$ cat config.mk
export PLATFORM = sky130hd
export DESIGN_NAME = xterm_tty
export DESIGN_NICKNAME = d
export VERILOG_FILES = /design/src/rtl/xterm_tty_pkg.sv /design/src/rtl/xterm_tty_tx.sv /design/src/rtl/xterm_tty.sv
export SDC_FILE = /design/constraint.sdc
export NUM_CORES = 1
export LEC_CHECK = 0
export BUFFER_PORTS_ARGS = -buffer_cell sky130_fd_sc_hd__buf_2
export CORE_ASPECT_RATIO = 0.9
export CORE_MARGIN = 10
export CORE_UTILIZATION = 50
export CTS_CLUSTER_SIZE = 14
export DETAILED_ROUTE_END_ITERATION = 10
export GPL_ROUTABILITY_DRIVEN = 1
export MAX_ROUTING_LAYER = met4
export PLACE_DENSITY_LB_ADDON = 0.08
export SLEW_MARGIN = 20
export SYNTH_ARGS = -nofsm -noshare
export SYNTH_HDL_FRONTEND = slang
export SYNTH_SLANG_ARGS = --single-unit
$ cat constraint.sdc
create_clock -name CLOCK_50 -period 3.4 [get_ports CLOCK_50]
set_input_delay 0.34 -clock CLOCK_50 [delete_from_list [all_inputs] [get_ports CLOCK_50]]
set_output_delay 0.34 -clock CLOCK_50 [all_outputs]
set_load 0.01 [all_outputs]
$ cat src/rtl/xterm_tty_pkg.sv
// Shared types and helpers for the xterm_tty UART console endpoint.
package xterm_tty_pkg;

  typedef enum logic [1:0] {IDLE, START, DATA, STOP} uart_state_t;

  localparam int unsigned FRAME_BITS = 10;
  localparam int unsigned DATA_BITS  = 8;

  // Clocks per bit, rounded to nearest.
  function automatic int unsigned baud_div(input int unsigned clk_hz, input int unsigned baud);
    return (clk_hz + baud / 2) / baud;
  endfunction

endpackage

$ cat src/rtl/xterm_tty_tx.sv
// 8N1 UART transmitter: start bit, 8 data bits LSB first, stop bit.
module xterm_tty_tx
  import xterm_tty_pkg::*;
#(
  parameter int unsigned DIV = 434
) (
  input  logic       clk_i,
  input  logic       rst_ni,
  input  logic [7:0] data_i,
  input  logic       start_i,
  output logic       txd_o,
  output logic       busy_o
);

  localparam int unsigned CW = $clog2(DIV + 1);

  uart_state_t          state_q;
  logic [CW-1:0]        cnt_q;
  logic [2:0]           bit_q;
  logic [DATA_BITS-1:0] shift_q;
  logic                 txd_q;
  logic                 busy_q;

  always_ff @(posedge clk_i) begin
    if (!rst_ni) begin
      state_q <= IDLE;
      cnt_q   <= '0;
      bit_q   <= '0;
      shift_q <= '0;
      txd_q   <= 1'b1;
      busy_q  <= 1'b0;
    end else begin
      case (state_q)
        IDLE: begin
          if (start_i) begin
            shift_q <= data_i;
            txd_q   <= 1'b0;
            busy_q  <= 1'b1;
            cnt_q   <= CW'(DIV);
            state_q <= START;
          end
        end
        START: begin
          if (cnt_q == CW'(1)) begin
            txd_q   <= shift_q[0];
            shift_q <= {1'b0, shift_q[DATA_BITS-1:1]};
            bit_q   <= '0;
            cnt_q   <= CW'(DIV);
            state_q <= DATA;
          end else begin
            cnt_q <= cnt_q - CW'(1);
          end
        end
        DATA: begin
          if (cnt_q == CW'(1)) begin
            cnt_q <= CW'(DIV);
            if (bit_q == 3'(DATA_BITS - 1)) begin
              txd_q   <= 1'b1;
              state_q <= STOP;
            end else begin
              txd_q   <= shift_q[0];
              shift_q <= {1'b0, shift_q[DATA_BITS-1:1]};
              bit_q   <= bit_q + 3'd1;
            end
          end else begin
            cnt_q <= cnt_q - CW'(1);
          end
        end
        STOP: begin
          if (cnt_q == CW'(1)) begin
            busy_q  <= 1'b0;
            state_q <= IDLE;
          end else begin
            cnt_q <= cnt_q - CW'(1);
          end
        end
        default: state_q <= IDLE;
      endcase
    end
  end

  assign txd_o  = txd_q;
  assign busy_o = busy_q;

endmodule

$ cat src/rtl/xterm_tty.sv
// UART console endpoint: receives SoC bytes (and echoes them to the simulator
// console) and serialises host bytes back towards the SoC.
module xterm_tty
  import xterm_tty_pkg::*;
#(
  parameter int unsigned CLK_HZ  = 50_000_000,
  parameter int unsigned BAUD    = 115_200,
  parameter bit          CONSOLE = 1'b1
) (
  input  logic       CLOCK_50,
  input  logic       KEY0,
  input  logic       TX_in,
  output logic       RX_out,
  output logic [7:0] rx_data,
  output logic       rx_valid,
  output logic       rx_frame_err,
  input  logic [7:0] tx_data,
  input  logic       tx_start,
  output logic       tx_busy
);

  localparam int unsigned DIV  = baud_div(CLK_HZ, BAUD);
  localparam int unsigned HALF = DIV / 2;
  localparam int unsigned CW   = $clog2(DIV + 1);

  logic                 sync1_q;
  logic                 sync2_q;
  uart_state_t          rx_state_q;
  logic [CW-1:0]        rx_cnt_q;
  logic [2:0]           rx_bit_q;
  logic [DATA_BITS-1:0] rx_shift_q;
  logic [7:0]           rx_data_q;
  logic                 rx_valid_q;
  logic                 rx_err_q;

  // Start is confirmed mid-bit; a line high again at that point is a glitch.
  always_ff @(posedge CLOCK_50) begin
    if (!KEY0) begin
      sync1_q    <= 1'b1;
      sync2_q    <= 1'b1;
      rx_state_q <= IDLE;
      rx_cnt_q   <= '0;
      rx_bit_q   <= '0;
      rx_shift_q <= '0;
      rx_data_q  <= 8'h00;
      rx_valid_q <= 1'b0;
      rx_err_q   <= 1'b0;
    end else begin
      sync1_q    <= TX_in;
      sync2_q    <= sync1_q;
      rx_valid_q <= 1'b0;
      rx_err_q   <= 1'b0;
      case (rx_state_q)
        IDLE: begin
          if (!sync2_q) begin
            rx_cnt_q   <= CW'(HALF);
            rx_state_q <= START;
          end
        end
        START: begin
          if (rx_cnt_q == CW'(1)) begin
            if (!sync2_q) begin
              rx_cnt_q   <= CW'(DIV);
              rx_bit_q   <= '0;
              rx_state_q <= DATA;
            end else begin
              rx_state_q <= IDLE;
            end
          end else begin
            rx_cnt_q <= rx_cnt_q - CW'(1);
          end
        end
        DATA: begin
          if (rx_cnt_q == CW'(1)) begin
            rx_shift_q <= {sync2_q, rx_shift_q[DATA_BITS-1:1]};
            rx_cnt_q   <= CW'(DIV);
            if (rx_bit_q == 3'(DATA_BITS - 1)) begin
              rx_state_q <= STOP;
            end else begin
              rx_bit_q <= rx_bit_q + 3'd1;
            end
          end else begin
            rx_cnt_q <= rx_cnt_q - CW'(1);
          end
        end
        STOP: begin
          if (rx_cnt_q == CW'(1)) begin
            if (sync2_q) begin
              rx_data_q  <= rx_shift_q;
              rx_valid_q <= 1'b1;
            end else begin
              rx_err_q <= 1'b1;
            end
            rx_state_q <= IDLE;
          end else begin
            rx_cnt_q <= rx_cnt_q - CW'(1);
          end
        end
        default: rx_state_q <= IDLE;
      endcase
    end
  end

  assign rx_data      = rx_data_q;
  assign rx_valid     = rx_valid_q;
  assign rx_frame_err = rx_err_q;

  xterm_tty_tx #(
    .DIV(DIV)
  ) u_tx (
    .clk_i  (CLOCK_50),
    .rst_ni (KEY0),
    .data_i (tx_data),
    .start_i(tx_start),
    .txd_o  (RX_out),
    .busy_o (tx_busy)
  );

`ifndef SYNTHESIS
  always_ff @(posedge CLOCK_50) begin
    if (CONSOLE && rx_valid_q && rx_data_q != 8'h0D) begin
      $write("%c", rx_data_q);
    end
  end
`endif

endmodule

==> reports/qor.yml, run 1 <==
overflow: 0
dp_hpwl_mm: 4.177
io-pin-count: 24
hold_buffers: 0
report.final.slew_viol_count: 0
postLayoutCellArea_um2: 3341
setup_ws_ns: 1.062
critPathMaxFanout: 11
avgViaCountPerCell: 5.686
setup.reg_to_reg.worst_slack_ns: 1.06
yosys_warnings: 0
fin_skew_ns: 0.006772
fp.dieH_um: 93.60
hp-class: "input pin to flip-flop"
multi_input_area_um2: 1724
p_int_mw: 1.598
async_reset_ff_frac: 0
cp_slowest_stage_delay_ns: 0.48
finalPower_mw: 2.629
setup_violations: 0
synth.distinct_cells: 54
synthFlopType: "dfxtp_1"
dpl_cell_area_um2: 3148
crit_chain: "ha_1 > nor4b_4 > and2_1 > nand3_1 > mux2i_1 > nor2_1"
cts_sinks: 58
combPwrFrac: 0.411
port_buffers: 23
start_util: 0.5226
endpoint_kind: "flip-flop"
cp.required_ns: 3.60
worst_pin_slew_ns: 0.6751
tns_ns: 0
syn_area_um2: 3009
clock_path_buffers: 2
vias: 2479
fillers: 538
n_antenna_cell: 0
cap_violations: 0
cts_buffers: 9
period_needed_ns: 2.338
h-tree-depth: 3
path_buf_inv: 0
core-area_um2: 5758
power_density_nw_per_um2: 787.0
cp_top_family: "simple AND/OR/NAND/NOR gates"
grt_antenna_before_repair: 0
drtPass1Iterations: 5
place.gp.congestion: 0.8260
synth-seq-area-share: 0.3859
arrival_ns: 2.54
cts_setup_buffers: 0
drive_above_1_share: 0.1694
slowest_stage: "nand3_1"
synth.avg_cell_area_um2: 8.824
power_frac_seq: 0.352
status: "complete, no violations"
drt-total-wl_mm: 6.136
ff_latch_area_um2: 1161
switchingPower_mw: 1.031
rsz0062_at_grt: "false"
rows: 26
tritoncts: "done"
root_buffer: "clkbuf_8"
syn_inst: 341
layout.nets: 390
place_ws_ns: 1.092
drt_iter0_markers: 133
post-route-period-util: 0.6875
whs_ns: 0.1912
die-area_um2: 9526
grt_max_degree: 38
syn_to_final_growth_pct: 11.02
hold_violations: 0
clkPwrFrac: 0.237
clock_latency_ns: 0.34
p_leak_nw: 1.355
detail-route-antenna-nets: 0
synth_edf_count: 0
slew_headroom: 0.5458
fmax_mhz: 427.8
grt_use_total: 0.1421
max-vdd-ir-drop_uv: 378.2
critical_path_class: "flip-flop to flip-flop"
grt_pass1_vias: 2341
sw_frac_of_total: 0.3923
detail_route.wl_per_cell_um: 14.07
die_w_um: 101.8
synth.net_count: 370
grt_pass1_wl_mm: 10.81
cp-start-kind: "flip-flop"
cts_resized: 0
clk_pin_slew_worst_paths_ns: 0.07
drc: 0
ys_ff_latch: 58
-- layout by cell type (no fill, tap or decap), types with 4 or more instances in the layout --
master	Yosys	layout
dfxtp_1	58	58
a31o_2	4	4
o21ai_0	21	21
nand3_1	13	13
a211oi_1	9	9
nand2b_1	7	7
clkbuf_8	0	9
nor3_1	5	5
nand2_1	23	23
or3_1	4	4
mux2i_1	18	18
a31oi_1	4	4
a21oi_1	28	28
buf_2	3	23
inv_1	13	13
or2_2	5	5
nor2_1	38	38
nor4_1	4	4
ha_1	17	17
-- logic make-up (layout without fill, tap and decap cells) --
| kind of cell | Yosys count | in the layout | share of synthesized area |
|---|---|---|---|
| compound gates | 95 | 95 | 0.2121 |
| flops | 58 | 58 | 0.3859 |
| buf+inv | 29 | 54 | 0.04116 |
| xor+xnor | 4 | 4 | 0.01164 |
| simple gates | 120 | 120 | 0.2187 |
| mux | 18 | 18 | 0.05987 |
| fa+ha+maj | 17 | 17 | 0.07068 |
-- final timing paths --
check              startpoint    endpoint  cells past startpoint
hold / removal          TX_in     sync1_q                      2
hold reg to reg       sync1_q     sync2_q                      1
setup / recovery  rx_cnt_q[0]  rx_data[1]                      6
setup reg to reg  rx_cnt_q[0]  rx_data[1]                      6
-- registers in the layout (all words and copies together) (netlist names), 2 cells and up, named ones only --
signal	cells
rx_bit_q	3
rx_shift_q	8
rx_cnt_q	9
u_tx.state_q	2
u_tx.shift_q	8
u_tx.cnt_q	9
rx_data	8
u_tx.bit_q	3
-- power groups by stage --
stage | clock network, mW | registers [mW] | logic [mW]
2_1_floorplan | 0 | 0.910 | 0.922
3_3_place_gp | 0 | 0.933 | 1.06
5_1_grt | 0.668 | 0.941 | 1.24
4_1_cts | 0.642 | 0.923 | 1.08
3_5_place_dp | 0 | 0.937 | 1.08
6_report | 0.622 | 0.926 | 1.08
-- metal layers --
layer | global-route usage | wire (um) | up-vias
met3 | 0.03900 | 315 | 10
met2 | 0.2109 | 2616 | 53
met4 | 0.05952 | 105 | 0
li1 | - | - | 1280
met5 | - | 0 | -
met1 | 0.1775 | 3098 | 1136
-- layout make-up --
| class | count | share of cell area |
|---|---|---|
| Timing Repair Buffer | 24 | 0.03670 |
| Clock inverter | 7 | 0.02060 |
| Inverter | 14 | 0.01573 |
| Multi-Input combinational cell | 254 | 0.5161 |
| Sequential cell | 58 | 0.3476 |
| Tap cell | 70 | 0.02622 |
| Clock buffer | 9 | 0.03708 |
-- metrics by stage --
step,utilization,cells
CTS,0.5802,436
floorplan,-,341
detailed placement,0.5467,420
global route,0.5802,436
finish,0.5802,436
global placement,0.5467,420
-- Yosys cell counts, drive strengths merged, types with 4 or more instances --
library cell,number,share of area
nand2b,7,0.015
a31oi,4,0.0083
nand3,13,0.022
nor2,38,0.047
dfxtp,58,0.39
inv,14,0.017
clkbuf,10,0.012
a31o,4,0.012
ha,17,0.071
nor4,6,0.022
a21oi,28,0.047
nor3,5,0.0083
or2,5,0.010
o21ai,22,0.037
a211oi,10,0.027
or3,4,0.0083
buf,5,0.011
mux2i,18,0.060
nand2,25,0.033
Note: power is estimated with default switching activity, not from simulation.
==> run 2: changes to the inputs <==
Settings changed: ABC_AREA set to 1.
Clock period 3.4 ns to 2.1 ns, I/O delays scaled along.
==> reports/qor.yml, run 2 <==
mostFrequentLayoutCells: "65 x nand2_1, 63 x nor2_1, 58 x dfxtp_1"
drt_iter0_markers: 123
finalPower_mw: 5.154
rr_worst_depth: 8
async_reset_ff_frac: 0
dp_hpwl_mm: 4.269
start_util: 0.5264
worst_pin_slew_ns: 0.4538
vias: 2580
rsz0062_at_grt: "false"
synth_edf_count: 0
synth.distinct_cells: 30
syn_inst: 429
tns_ns: 0
max-vdd-ir-drop_uv: 632.1
die_w_um: 102.5
p_leak_nw: 1.597
endpoint: "u_tx.cnt_q[4]"
cts_resized: 0
grt_use_total: 0.1357
postLayoutCellArea_um2: 3442
detail-route-antenna-nets: 0
place.gp.congestion: 0.8912
reg_top3: "rx_cnt_q (9), u_tx.cnt_q (9)"
timing.rr.end: "u_tx.cnt_q[4]"
grt_max_degree: 47
yosys_warnings: 0
synthFlopType: "dfxtp_1"
yosysTopAreaCell: "dfxtp_1"
cp.required_ns: 2.33
cts_setup_buffers: 0
slew_headroom: 0.6975
clk_pin_slew_worst_paths_ns: 0.07
critPathMaxFanout: 6
layout_commonest_cell: "nand2_1"
core-area_um2: 5823
synth_most_common_cell: "nand2_1"
overflow: 0
syn_to_final_growth_pct: 12.29
cap_violations: 0
ys_top_cells_by_area: "dfxtp_1 38%, nand2_1 8.0%, nor2_1 7.7%"
grt_pass1_wl_mm: 10.45
cts_buffers: 9
setup.reg_to_reg.worst_slack_ns: 0.35
die-area_um2: 9667
avgViaCountPerCell: 4.877
r2r-start: "u_tx.state_q[0]"
port_buffers: 23
ys_top_cells_by_count: "65 x nand2_1, 63 x nor2_1, 58 x dfxtp_1"
hold_buffers: 0
fp.dieH_um: 94.28
hp-class: "input pin to flip-flop"
min_path_cells: 2
synth.avg_cell_area_um2: 7.146
grt_pass1_vias: 2383
rows: 26
status: "complete, no violations"
tritoncts: "done"
crit_path_start: "u_tx.state_q[0]"
drc: 0
endpoint_kind: "flip-flop"
critical_path_class: "flip-flop to flip-flop"
io-pin-count: 24
drt-total-wl_mm: 5.973
fin_skew_ns: 0.01000
drive_above_1_share: 0.1743
clock_latency_ns: 0.33
synth.net_count: 458
dpl_cell_area_um2: 3214
fmax_mhz: 571.6
syn_area_um2: 3065
setup_violations: 0
detail_route.wl_per_cell_um: 11.29
arrival_ns: 1.98
fillers: 539
power_density_nw_per_um2: 1497
n_antenna_cell: 0
ys_ff_latch: 58
hold_violations: 0
root_buffer: "clkbuf_8"
synth_top_area_frac: 0.3788
report.final.slew_viol_count: 0
layout.nets: 483
grt_antenna_before_repair: 0
cp-start-kind: "flip-flop"
cts_sinks: 58
post-route-period-util: 0.8331
clock_path_buffers: 2
drtPass1Iterations: 4
h-tree-depth: 3
period_needed_ns: 1.750
hp-start: "TX_in"
synth-seq-area-share: 0.3788
[run 2: layout make-up]
type,count,area (um^2),share of cell area
clock buffer,10,137.6,0.03999
clock inverter,6,90.09,0.02617
inverter,61,229.0,0.06652
multi-input combinational,300,1614,0.4689
sequential,58,1161,0.3373
tap,70,87.58,0.02545
timing repair buffer,24,122.6,0.03562
[run 2: how the worst min path moves through the flow]
stage / to
global route: sync1_q
detailed placement: sync2_q
floorplan: sync1_q
finish: sync1_q
CTS: sync1_q
global placement: sync2_q
[run 2: stage by stage]
stage | cells | hold WS, ns | worst slack, ns | util
6_report | 529 | 0.06992 | 0.3504 | 0.5911
3_3_place_gp | 513 | 0.3983 | 0.4456 | 0.5520
5_1_grt | 529 | 0.04550 | 0.1084 | 0.5911
3_5_place_dp | 513 | 0.4035 | 0.3615 | 0.5520
4_1_cts | 529 | 0.05235 | 0.3620 | 0.5911
2_1_floorplan | 429 | 0.3165 | 0.5429 | -
[run 2: metal layers]
metal | up-vias | routed length, um | GRT usage
met2 | 40 | 2514 | 0.1992
met1 | 1106 | 3168 | 0.1706
li1 | 1427 | - | -
met5 | - | 0 | -
met4 | 0 | 45 | 0.03756
met3 | 7 | 244 | 0.04930
[run 2: cell families (layout without fill, tap and decap cells)]
group / Yosys count / after routing / share of synthesized area
XOR/XNOR: 5 / 5 / 0.01429
AO/OA/AOI/OAI: 95 / 95 / 0.1624
buffers and inverters: 71 / 101 / 0.09469
adder cells (fa/ha/maj): 17 / 17 / 0.06939
AND/OR/NAND/NOR: 183 / 183 / 0.2804
flip-flops: 58 / 58 / 0.3788
[run 2: power by group]
| part | internal (mW) | total [mW] | leakage (nW) | switching [mW] |
|---|---|---|---|---|
| logic | 0.828 | 2.47 | 1.01 | 1.64 |
| clock network | 0.702 | 1.16 | 0.112 | 0.454 |
| registers | 1.36 | 1.53 | 0.474 | 0.168 |
| total | 2.89 | 5.15 | 1.60 | 2.26 |
[run 2: critical path: stages (launching register included)]
cell and delay [ns]:
dfxtp_1 0.37, inv_1 0.09, ha_1 0.39, nor2_1 0.17, inv_1 0.12, a21oi_1 0.24, inv_1 0.10, a21oi_1 0.12
nor2_1 0.04
==> run 3: changes to the inputs <==
Settings changed: ABC_AREA 1 to 0.
Clock period 2.1 ns to 1.66 ns, I/O delays scaled along.
==> reports/qor.yml, run 3 (synthesis gave the netlist of run 1 again) <==
layout.nets: 483
critical_path_class: "flip-flop to flip-flop"
syn_to_final_growth_pct: 56.01
cts_buffers: 9
reg_top3: "rx_cnt_q (9), u_tx.cnt_q (9)"
slew_headroom: 0.5698
fp.dieH_um: 93.60
max-vdd-ir-drop_uv: 1364
whs_ns: 0.08973
arrival_ns: 2.15
place_ws_ns: -0.2531
stdcell_count: 529
clk_pin_slew_worst_paths_ns: 0.08
fin_skew_ns: 0.006409
critPathMaxFanout: 5
setup.reg_to_reg.worst_slack_ns: -0.21
drtPass1Iterations: 4
status: "finished with violations"
grt_use_total: 0.1807
power_density_nw_per_um2: 1633
period_needed_ns: 1.874
rr_worst_depth: 7
placed_cells: 489
clock_path_buffers: 2
p_leak_nw: 1.914
mostFrequentLayoutCells: "68 x buf_4, 49 x dfxtp_1, 26 x nor2_1"
vias: 3052
place.gp.congestion: 0.8864
dp_hpwl_mm: 5.039
worst_pin_slew_ns: 0.6443
cap_violations: 0
postLayoutCellArea_um2: 4695
rows: 26
die_w_um: 101.8
fillers: 320
setup_ws_ns: -0.2136
avgViaCountPerCell: 5.769
setup_violations: 46
timing.rr.end: "rx_bit_q[0]"
die-area_um2: 9526
dpl_cell_area_um2: 3767
grt_pass1_wl_mm: 13.77
port_buffers: 23
fmax_mhz: 533.7
drive_above_1_share: 0.5381
hold_violations: 0
io-pin-count: 24
cp.required_ns: 1.94
r2r-start: "rx_cnt_q[1]"
h-tree-depth: 3
cts_sinks: 58
ff_latch_area_um2: 1182
drc: 0
finalPower_mw: 7.667
detail_route.wl_per_cell_um: 17.08
clock_latency_ns: 0.34
detail-route-antenna-nets: 0
start_util: 0.5226
layout_commonest_cell: "buf_4"
n_antenna_cell: 0
hp-class: "input pin to flip-flop"
hold_end: "u_tx.shift_q[7]"
hp-start: "tx_data[7]"
drt_iter0_markers: 128
endpoint_kind: "flip-flop"
rsz0062_at_grt: "true"
grt_pass1_vias: 2989
violations: "negative setup slack"
tritoncts: "done"
core-area_um2: 5758
grt_max_degree: 28
multi_input_area_um2: 2255
report.final.slew_viol_count: 0
cp-start-kind: "flip-flop"
min_path_cells: 3
post-route-period-util: 1.129
grt_antenna_before_repair: 0
overflow: 0
drt-total-wl_mm: 9.037
root_buffer: "clkbuf_8"
[run 3: changes by cell type in the layout (fill, tap and decap cells not counted), moves of 20 or more]
cell | previous run | this run
buf_4 | 1 | 68
nand2_1 | 65 | 19
inv_1 | 50 | 7
a21oi_1 | 37 | 15
buf_6 | 0 | 23
nor2_1 | 63 | 26
o21ai_0 | 28 | 8
[run 3: layout make-up]
| class | count | share of cell area |
|---|---|---|
| Tap cell | 70 | 0.01866 |
| Multi-Input combinational cell | 255 | 0.4803 |
| Sequential cell | 58 | 0.2519 |
| Clock inverter | 7 | 0.01626 |
| Timing Repair Buffer | 116 | 0.1948 |
| Inverter | 14 | 0.01173 |
| Clock buffer | 9 | 0.02639 |
[run 3: worst max-delay path, stage by stage (launching register included)]
cell and delay (ns):
dfxtp_2 0.33, inv_2 0.06, ha_4 0.11, nor4b_4 0.35, nand2_2 0.14, a221o_1 0.33, or3b_1 0.37, a21oi_1 0.12
[run 3: power by group]
part | total (mW) | switching (mW) | leakage [nW] | internal [mW]
registers | 1.91 | 0.252 | 0.478 | 1.66
logic | 4.41 | 2.20 | 1.34 | 2.21
clock network | 1.34 | 0.642 | 0.0924 | 0.701
total | 7.67 | 3.09 | 1.91 | 4.58
[run 3: timing repair]
action	4_1_cts	5_1_grt
gates resized for setup	66	72
endpoints found under the hold margin	1	0
endpoints found under the setup margin	51	54
pin swaps	24	44
cloned	3	0
buffers inserted	15	10
hold buffers	1	0
[run 3: per-stage QoR]
step | setup TNS [ns] | utilization
final | -5.475 | 0.8153
after global routing | -10.33 | 0.8153
after CTS | -2.540 | 0.7603
after floorplan | -0.8616 | -
after global placement | -3.399 | 0.6543
after detailed placement | -5.700 | 0.6543
[run 3: worst max path at each step]
stage,slack [ns],cells after the start,startpoint,end
CTS,-0.17,7,rx_cnt_q[1],rx_bit_q[0]
floorplan,-0.20,6,rx_state_q[0],flip-flop
global route,-0.33,7,rx_cnt_q[1],rx_bit_q[0]
finish,-0.21,7,rx_cnt_q[1],rx_bit_q[0]
global placement,-0.21,7,rx_cnt_q[1],rx_cnt_q[3]
detailed placement,-0.25,7,rx_cnt_q[1],rx_cnt_q[3]
[run 3: per-layer routing]
layer  share of wire  GRT usage  vias up
met3           0.057    0.04047       29
li1                -          -     1474
met4           0.029    0.07500        0
met5               0          -        -
met1            0.43     0.2155     1463
met2            0.48     0.2878       86
